<file path="config.mk">
export PLATFORM = sky130hd
export DESIGN_NAME = wb_port_arbiter
export DESIGN_NICKNAME = d
export VERILOG_FILES = /design/src/rtl/wb_port_arbiter.sv
export SDC_FILE = /design/constraint.sdc
export NUM_CORES = 1
export LEC_CHECK = 0
export BUFFER_PORTS_ARGS = -buffer_cell sky130_fd_sc_hd__buf_2
export CAP_MARGIN = 10
export CORE_MARGIN = 2
export CORE_UTILIZATION = 48
export CTS_BUF_LIST = sky130_fd_sc_hd__clkbuf_2
export DETAILED_ROUTE_END_ITERATION = 12
export MAX_ROUTING_LAYER = met4
export PLACE_DENSITY = 0.91
export SETUP_SLACK_MARGIN = 0.02
export SYNTH_ARGS = -nofsm -noshare
export SYNTH_HDL_FRONTEND = slang
export SYNTH_SLANG_ARGS = --single-unit
</file>
<file path="constraint.sdc">
create_clock -name clk -period 5.5 [get_ports clk]
set_input_delay 1.1 -clock clk [delete_from_list [all_inputs] [get_ports clk]]
set_output_delay 1.1 -clock clk [all_outputs]
set_load 0.005 [all_outputs]
</file>
<file path="src/rtl/wb_port_arbiter.sv">
// Round-robin arbiter sharing the register-file write port among NUM_REQ writeback sources.
// Optional macro WB_ARB_PRIO0_EN: source 0 gets absolute priority, bounded by STARVE_LIMIT.
module wb_port_arbiter #(
    parameter int NUM_REQ      = 3,
    parameter int ADDR_W       = 5,
    parameter int DATA_W       = 32,
    parameter int STARVE_LIMIT = 4
) (
    input  logic                         clk,
    input  logic                         rst,
    input  logic                         hold_i,
    input  logic [NUM_REQ-1:0]           req_valid_i,
    input  logic [NUM_REQ*ADDR_W-1:0]    req_addr_i,
    input  logic [NUM_REQ*DATA_W-1:0]    req_data_i,
    output logic [NUM_REQ-1:0]           req_ready_o,
    output logic                         we_o,
    output logic [ADDR_W-1:0]            waddr_o,
    output logic [DATA_W-1:0]            wdata_o,
    output logic [$clog2(NUM_REQ)-1:0]   grant_id_o
);

    localparam int ID_W = $clog2(NUM_REQ);

    // Returns {found, index} of the first set bit of mask scanning upward from start with wrap.
    function automatic logic [ID_W:0] rr_pick(input logic [NUM_REQ-1:0] mask,
                                              input logic [ID_W-1:0]    start);
        logic [ID_W:0]   res;
        logic [ID_W-1:0] idx;
        res = {(ID_W+1){1'b0}};
        for (int k = NUM_REQ - 1; k >= 0; k--) begin
            idx = ID_W'((int'(start) + k) % NUM_REQ);
            res = mask[idx] ? {1'b1, idx} : res;
        end
        return res;
    endfunction

    logic [ID_W-1:0]   ptr_q, ptr_d;
    logic [ID_W:0]     pick_s;
    logic              gnt_valid_s;
    logic [ID_W-1:0]   gnt_idx_s;
    logic [ID_W-1:0]   gnt_next_s;
    logic [ADDR_W-1:0] gnt_addr_s;
    logic [DATA_W-1:0] gnt_data_s;
    logic              we_q;
    logic [ADDR_W-1:0] waddr_q;
    logic [DATA_W-1:0] wdata_q;
    logic [ID_W-1:0]   gid_q;

`ifdef WB_ARB_PRIO0_EN
    localparam int CNT_W = $clog2(STARVE_LIMIT + 1);
    logic [CNT_W-1:0]   cnt_q, cnt_d;
    logic [NUM_REQ-1:0] others_s;
    logic               starve_s;

    assign others_s = req_valid_i & ~{{(NUM_REQ-1){1'b0}}, 1'b1};
    assign starve_s = (cnt_q >= CNT_W'(STARVE_LIMIT)) && (|others_s);
`endif

    // Grant selection: nothing is granted while held or in reset.
    always_comb begin
        pick_s = {(ID_W+1){1'b0}};
        if (!hold_i && !rst) begin
`ifdef WB_ARB_PRIO0_EN
            if (starve_s) begin
                pick_s = rr_pick(others_s, ptr_q);
            end else if (req_valid_i[0]) begin
                pick_s = {1'b1, {ID_W{1'b0}}};
            end else begin
                pick_s = rr_pick(req_valid_i, ptr_q);
            end
`else
            pick_s = rr_pick(req_valid_i, ptr_q);
`endif
        end else begin
            pick_s = {(ID_W+1){1'b0}};
        end
    end

    assign gnt_valid_s = pick_s[ID_W];
    assign gnt_idx_s   = pick_s[ID_W-1:0];
    assign gnt_next_s  = (gnt_idx_s == ID_W'(NUM_REQ - 1)) ? {ID_W{1'b0}} : gnt_idx_s + ID_W'(1);
    assign gnt_addr_s  = req_addr_i[gnt_idx_s*ADDR_W +: ADDR_W];
    assign gnt_data_s  = req_data_i[gnt_idx_s*DATA_W +: DATA_W];
    assign req_ready_o = gnt_valid_s ? ({{(NUM_REQ-1){1'b0}}, 1'b1} << gnt_idx_s)
                                     : {NUM_REQ{1'b0}};

    // Pointer (and starvation counter) next state.
    always_comb begin
        ptr_d = ptr_q;
`ifdef WB_ARB_PRIO0_EN
        cnt_d = cnt_q;
        if (gnt_valid_s && (gnt_idx_s != {ID_W{1'b0}})) begin
            ptr_d = gnt_next_s;
            cnt_d = {CNT_W{1'b0}};
        end else if (gnt_valid_s && (|others_s)) begin
            cnt_d = cnt_q + CNT_W'(1);
        end else begin
            cnt_d = cnt_q;
        end
`else
        if (gnt_valid_s) begin
            ptr_d = gnt_next_s;
        end else begin
            ptr_d = ptr_q;
        end
`endif
    end

    // Arbitration state and registered write port; x0 writes leave address/data untouched.
    always_ff @(posedge clk or posedge rst) begin
        if (rst) begin
            ptr_q   <= {ID_W{1'b0}};
            we_q    <= 1'b0;
            waddr_q <= {ADDR_W{1'b0}};
            wdata_q <= {DATA_W{1'b0}};
            gid_q   <= {ID_W{1'b0}};
`ifdef WB_ARB_PRIO0_EN
            cnt_q   <= {CNT_W{1'b0}};
`endif
        end else begin
            ptr_q <= ptr_d;
`ifdef WB_ARB_PRIO0_EN
            cnt_q <= cnt_d;
`endif
            if (gnt_valid_s && (gnt_addr_s != {ADDR_W{1'b0}})) begin
                we_q    <= 1'b1;
                waddr_q <= gnt_addr_s;
                wdata_q <= gnt_data_s;
                gid_q   <= gnt_idx_s;
            end else begin
                we_q    <= 1'b0;
            end
        end
    end

    assign we_o       = we_q;
    assign waddr_o    = waddr_q;
    assign wdata_o    = wdata_q;
    assign grant_id_o = gid_q;

endmodule
</file>
==> out/metrics.yaml, run 1 <==
timing:
  final.setup_skew_ns: 0.02205
  hold_violations: 0
  rsz0062_at_grt: "false"
  setup_viol: 0
  period_share: 0.7753
  fin_crit_ns: 4.264
  setup_tns_ns: 0
  worstMarginPinSlew_ns: 0.8916
  slew_headroom: 0.4042
  max_freq_ghz: 0.2345
  final_max_slew_viol_count: 0
synthesis:
  yosysWarnings: 0
  ys_seq_elements: 42
  syn-cell-area_sq_mm: 0.002624
  synth.avg_cell_area_sq_um: 10.17
  synth_nets: 377
  synth.top_cell.area_share: 0.4006
  ys_top_cells_by_area: "dfrtp_1 (40%), mux2_4 (17%), a22oi_1 (11%)"
  synth.distinct_cells: 34
  synth_top_cell_by_area: "dfrtp_1"
  synth_seq_area_share: 0.4006
  syn_inst: 258
floorplanning:
  die_x_um: 77.94
  num_rows: 26
  ios: 160
  core_sq_mm: 0.005205
  dieHeight_um: 77.94
  start_util: 0.5041
  die_area_sq_mm: 0.006074
clock_network:
  hold_buffers: 0
  cts.path.max_buffers: 2
  cts.sinks: 42
  post_cts_buffers: 0
  cts_tree: "yes"
  ctsResizeCount: 0
  htreeDepth: 2
  clkLatencyLatePin_ns: 0.40
  clk_pin_slew_ns: 0.19
  numCtsBuffers: 5
  cts_root_buffer: "clkbuf_2"
grt:
  grt_pass1_wl_um: 11740
  grt-ovfl-total: 0
  grt_util_all_layers: 0.2502
  grt_max_degree: 43
  grt_pass1_vias: 2494
  antenna_found_initial: 0
layout:
  syn_to_final_growth_pct: 33.81
  layout-drive-gt1-share: 0.5293
  final_cell_mix: "buf_2 (159), nand2_1 (46), dfrtp_1 (42)"
  nets: 528
  stdcell_count: 480
  fill_cells: 424
  finalCoreUtilization: 0.6745
  antennaDiodeCount: 0
  final_common_cell: "buf_2"
power:
  sw_frac_of_total: 0.3726
  pwr-share-comb: 0.564
  ir_drop_mv: 0.2388
  p_int_mw: 1.053
  power.density_mw_per_mm2: 478.1
  p_clk_frac: 0.105
  leakagePower_nw: 1.839
  power.net_switching_mw: 0.6255
  seq_power_share: 0.331
critical_path:
  cp_slowest_cell: "or2_2"
  critPathLaunchType: "input pin"
  cp_max_fo: 38
  crit_chain: "buf_2 > or2_2 > a211oi_1 > o311ai_4 > buf_4 > and2b_2 > buf_2"
  path_buf_inv: 3
  crit_required_ns: 4.40
  worst_path_largest_cell_delay_ns: 0.53
  worstPathArrival_ns: 3.16
  crit_top_cell: "buf_2"
  cpLargestDelayFamily: "compound AO/OA/AOI/OAI gates"
  end_kind: "output port"
  critPathKind: "input pin to output port"
drt:
  viasPerCell: 5.444
  drt_iter0_drc: 163
  antenna_left: 0
  vias: 2613
  routed_wirelength_um: 7378
  wire_per_inst_um: 15.37
  firstDrtPassIters: 4
  drc_errors: 0
run_status:
  status: "finished clean"
placed_design:
  numPortBuffers: 159
  dp.cells: 472
  post-dp-hpwl_um: 5581
  gp_congestion: 0.8833
worst_hold_path:
  hp-class: "flip-flop to flip-flop"
run:
  drv_cap: 0
## power groups by stage
| stage | logic (mW) | registers, mW | clock network, mW |
|---|---|---|---|
| after floorplan | 0.647 | 0.556 | 0 |
| after global placement | 0.907 | 0.553 | 0 |
| after detailed placement | 0.956 | 0.553 | 0 |
| after CTS | 0.954 | 0.555 | 0.178 |
| after global routing | 1.04 | 0.570 | 0.196 |
| final | 0.947 | 0.555 | 0.176 |
## final cells by class
type / count / area (sq um) / share of cell area
well taps: 70 / 87.58 / 0.02495
clock buffers: 7 / 35.03 / 0.009979
clock inverters: 1 / 30.03 / 0.008553
flip-flops and latches: 42 / 1051 / 0.2994
inverters: 6 / 22.52 / 0.006415
multi-input cells: 191 / 1459 / 0.4155
repair buffers: 163 / 825.8 / 0.2352
## per-layer routing
layer,up-vias,track usage,share of wire
li1,1243,-,-
met1,1229,0.3025,0.40
met2,127,0.4259,0.51
met3,14,0.05000,0.070
met4,0,0.07193,0.015
met5,-,-,0
## logic make-up after synthesis
group	synth area share
AO/OA/AOI/OAI	0.2213
AND/OR/NAND/NOR	0.1063
flip-flops	0.4006
multiplexers	0.2036
buffers and inverters	0.05436
adder cells (fa/ha/maj)	0.01383
## Yosys cell counts, drive strengths merged
library cell,instances
a32oi,1
a211oi,1
a21boi,2
or2,1
o2111a,1
and2b,1
ha,2
nor3,1
dfrtp,42
mux2i,2
buf,4
a2111o,1
maj3,1
and2,2
o32a,1
or4,3
or3,1
nand2b,1
clkbuf,15
a22oi,37
o211ai,2
nor2,5
mux2,36
a21oi,1
o21ai,39
or3b,1
nor2b,1
inv,6
nand2,46
o311ai,1
## per-stage QoR
| step | instance area (sq um) | power, mW | hold WS [ns] | setup WS [ns] |
|---|---|---|---|---|
| after floorplan | 2624 | 1.203 | 0.4731 | 2.112 |
| after global placement | 3446 | 1.460 | 0.4903 | 1.298 |
| after detailed placement | 3446 | 1.509 | 0.4908 | 1.235 |
| after CTS | 3511 | 1.687 | 0.5359 | 1.235 |
| after global routing | 3511 | 1.804 | 0.5505 | 1.070 |
| final | 3511 | 1.678 | 0.5338 | 1.236 |
## final timing paths
| kind | endpoint | slack [ns] | startpoint | cells after the start |
|---|---|---|---|---|
| worst max-delay path | req_ready_o[0] | 1.24 | hold_i | 7 |
| worst min-delay path | wdata_o[0] | 0.53 | wdata_o[0] | 1 |
| worst max register to register | wdata_o[3] | 1.62 | ptr_q[0] | 9 |
| worst min register to register | wdata_o[0] | 0.53 | wdata_o[0] | 1 |
| max in group asynchronous | waddr_o[0] | 4.11 | rst | 2 |
| min in group asynchronous | wdata_o[14] | 0.85 | rst | 2 |
## registers in the layout (all words and copies together), names as in the netlist
name	cells
grant_id_o	2
ptr_q	2
waddr_o	5
wdata_o	32
we_o	1
## worst register-to-register path: stages (launching register included)
cell      delay, ns
dfrtp_1        0.40
inv_1          0.07
ha_1           0.37
nand2b_1       0.22
o311ai_4       0.75
buf_4          0.37
or3b_4         0.44
o211ai_4       0.35
buf_4          0.45
mux2_2         0.39
No activity file was read; power rests on OpenSTA's default activity.
==> inputs of run 2 (changes only) <==
CORE_UTILIZATION = 45   (was 48)
PLACE_DENSITY = 0.86   (was 0.91)
clock period = 4.07 ns   (was 5.5 ns; I/O delays follow)
==> run 2 against run 1 <==
  * Via count is 0.42% lower
  * Register-to-register slack worse by 0.81 ns
  * First-iteration DRC count is 2.5% higher
  * Global-route usage is 1.2 points lower
  * Worst setup slack worse by 0.56 ns
  * Clock skew is 0.0072 ns lower
  * Die area is 6.3% higher
  * Design area is 0.96% higher
  * Cell count is 0.83% higher
  * Largest power group unchanged
==> out/metrics.yaml, run 2 (synthesis results as in run 1) <==
critical_path:
  crit_required_ns: 3.26
  cp_max_fo: 20
  end_kind: "output port"
  critPathKind: "flip-flop to output port"
  regToRegSetupSlack_ns: 0.81
  critPathLaunchType: "flip-flop"
  worstPathArrival_ns: 2.58
layout:
  fill_cells: 481
  nets: 530
  final_common_cell: "buf_2"
  antennaDiodeCount: 0
  final_cell_mix: "buf_2 (159), nand2_1 (46), dfrtp_1 (42)"
  syn_to_final_growth_pct: 35.10
  stdcell_count: 484
  largest_reg_flops: 32
  layout-drive-gt1-share: 0.5316
timing:
  hold_violations: 0
  final.setup_skew_ns: 0.01489
  fin_crit_ns: 3.395
  slew_headroom: 0.4261
  setup_viol: 0
  rsz0062_at_grt: "false"
  final_max_slew_viol_count: 0
  max_freq_ghz: 0.2945
  setup_tns_ns: 0
  worstMarginPinSlew_ns: 0.8596
  hold_ws_ns: 0.5371
  period_share: 0.8342
drt:
  drt_iter0_drc: 167
  drc_errors: 0
  firstDrtPassIters: 5
  vias: 2602
  viasPerCell: 5.376
  wire_per_inst_um: 15.12
  routed_wirelength_um: 7317
  antenna_left: 0
grt:
  grt_pass1_vias: 2537
  grt-ovfl-total: 0
  grt_pass1_wl_um: 11750
  grt_max_degree: 43
  grt_util_all_layers: 0.2382
  antenna_found_initial: 0
clock_network:
  hold_buffers: 0
  numCtsBuffers: 5
  htreeDepth: 2
  cts_root_buffer: "clkbuf_2"
  cts_tree: "yes"
  cts.sinks: 42
  ctsResizeCount: 0
  cts.path.max_buffers: 2
  clk_pin_slew_ns: 0.22
  clkLatencyLatePin_ns: 0.40
  post_cts_buffers: 0
floorplanning:
  dieHeight_um: 80.36
  core_sq_mm: 0.005574
  num_rows: 27
  die_area_sq_mm: 0.006458
  ios: 160
  die_x_um: 80.36
  start_util: 0.4707
power:
  ir_drop_mv: 0.3383
  leakagePower_nw: 1.853
  power.density_mw_per_mm2: 644.6
run_status:
  status: "finished clean"
placed_design:
  post-dp-hpwl_um: 5534
  gp_congestion: 0.8751
  numPortBuffers: 159
  dp.cells: 476
run:
  drv_cap: 0
worst_hold_path:
  hp-class: "flip-flop to flip-flop"
run 2: cell types whose count changed in the layout (fill, tap and decap cells not counted), sizes merged:
cell and delta:
inv +1, clkinv +1, clkbuf -2, buf +2
run 2: power by group:
| part | switching (mW) | total [mW] | internal [mW] | leakage (nW) |
|---|---|---|---|---|
| Combinational | 0.590 | 1.30 | 0.706 | 1.31 |
| Sequential | 0.119 | 0.743 | 0.623 | 0.503 |
| Clock | 0.141 | 0.247 | 0.105 | 0.0433 |
| Total | 0.851 | 2.28 | 1.43 | 1.85 |
run 2: critical path: stages (launching register included):
cell and delay, ns:
dfrtp_1 0.40, inv_1 0.06, ha_1 0.36, and2_1 0.17, a211oi_1 0.40, o311ai_4 0.35, and2b_2 0.32, buf_2 0.12
run 2: final timing paths:
check	start	endpoint	depth (start not counted)
worst max-delay path	ptr_q[0]	req_ready_o[0]	7
worst min-delay path	wdata_o[9]	wdata_o[9]	1
worst max register to register	ptr_q[0]	wdata_o[7]	8
worst min register to register	wdata_o[9]	wdata_o[9]	1
max in group asynchronous	rst	waddr_o[1]	2
min in group asynchronous	rst	ptr_q[1]	2
run 2: per-layer routing:
layer,wire length [um],track usage
met5,0,-
met1,3081,0.2943
met2,3642,0.4000
met4,133,0.07458
met3,460,0.04045
run 2: through the flow:
stage	total power, mW	cell area [sq um]	utilization	setup slack [ns]
3_3_place_gp	1.996	3476	0.6236	0.7172
4_1_cts	2.297	3545	0.6359	0.6824
2_1_floorplan	1.626	2624	-	1.167
6_report	2.285	3545	0.6359	0.6748
5_1_grt	2.459	3545	0.6359	0.4918
3_5_place_dp	2.047	3476	0.6236	0.6362
run 2: cell type report:
type / count / area [sq um] / area share
multi-input combinational: 191 / 1459 / 0.4116
sequential: 42 / 1051 / 0.2965
timing repair buffer: 165 / 853.3 / 0.2407
tap: 72 / 90.09 / 0.02541
clock inverter: 3 / 43.79 / 0.01235
clock buffer: 5 / 25.02 / 0.007060
inverter: 6 / 22.52 / 0.006354
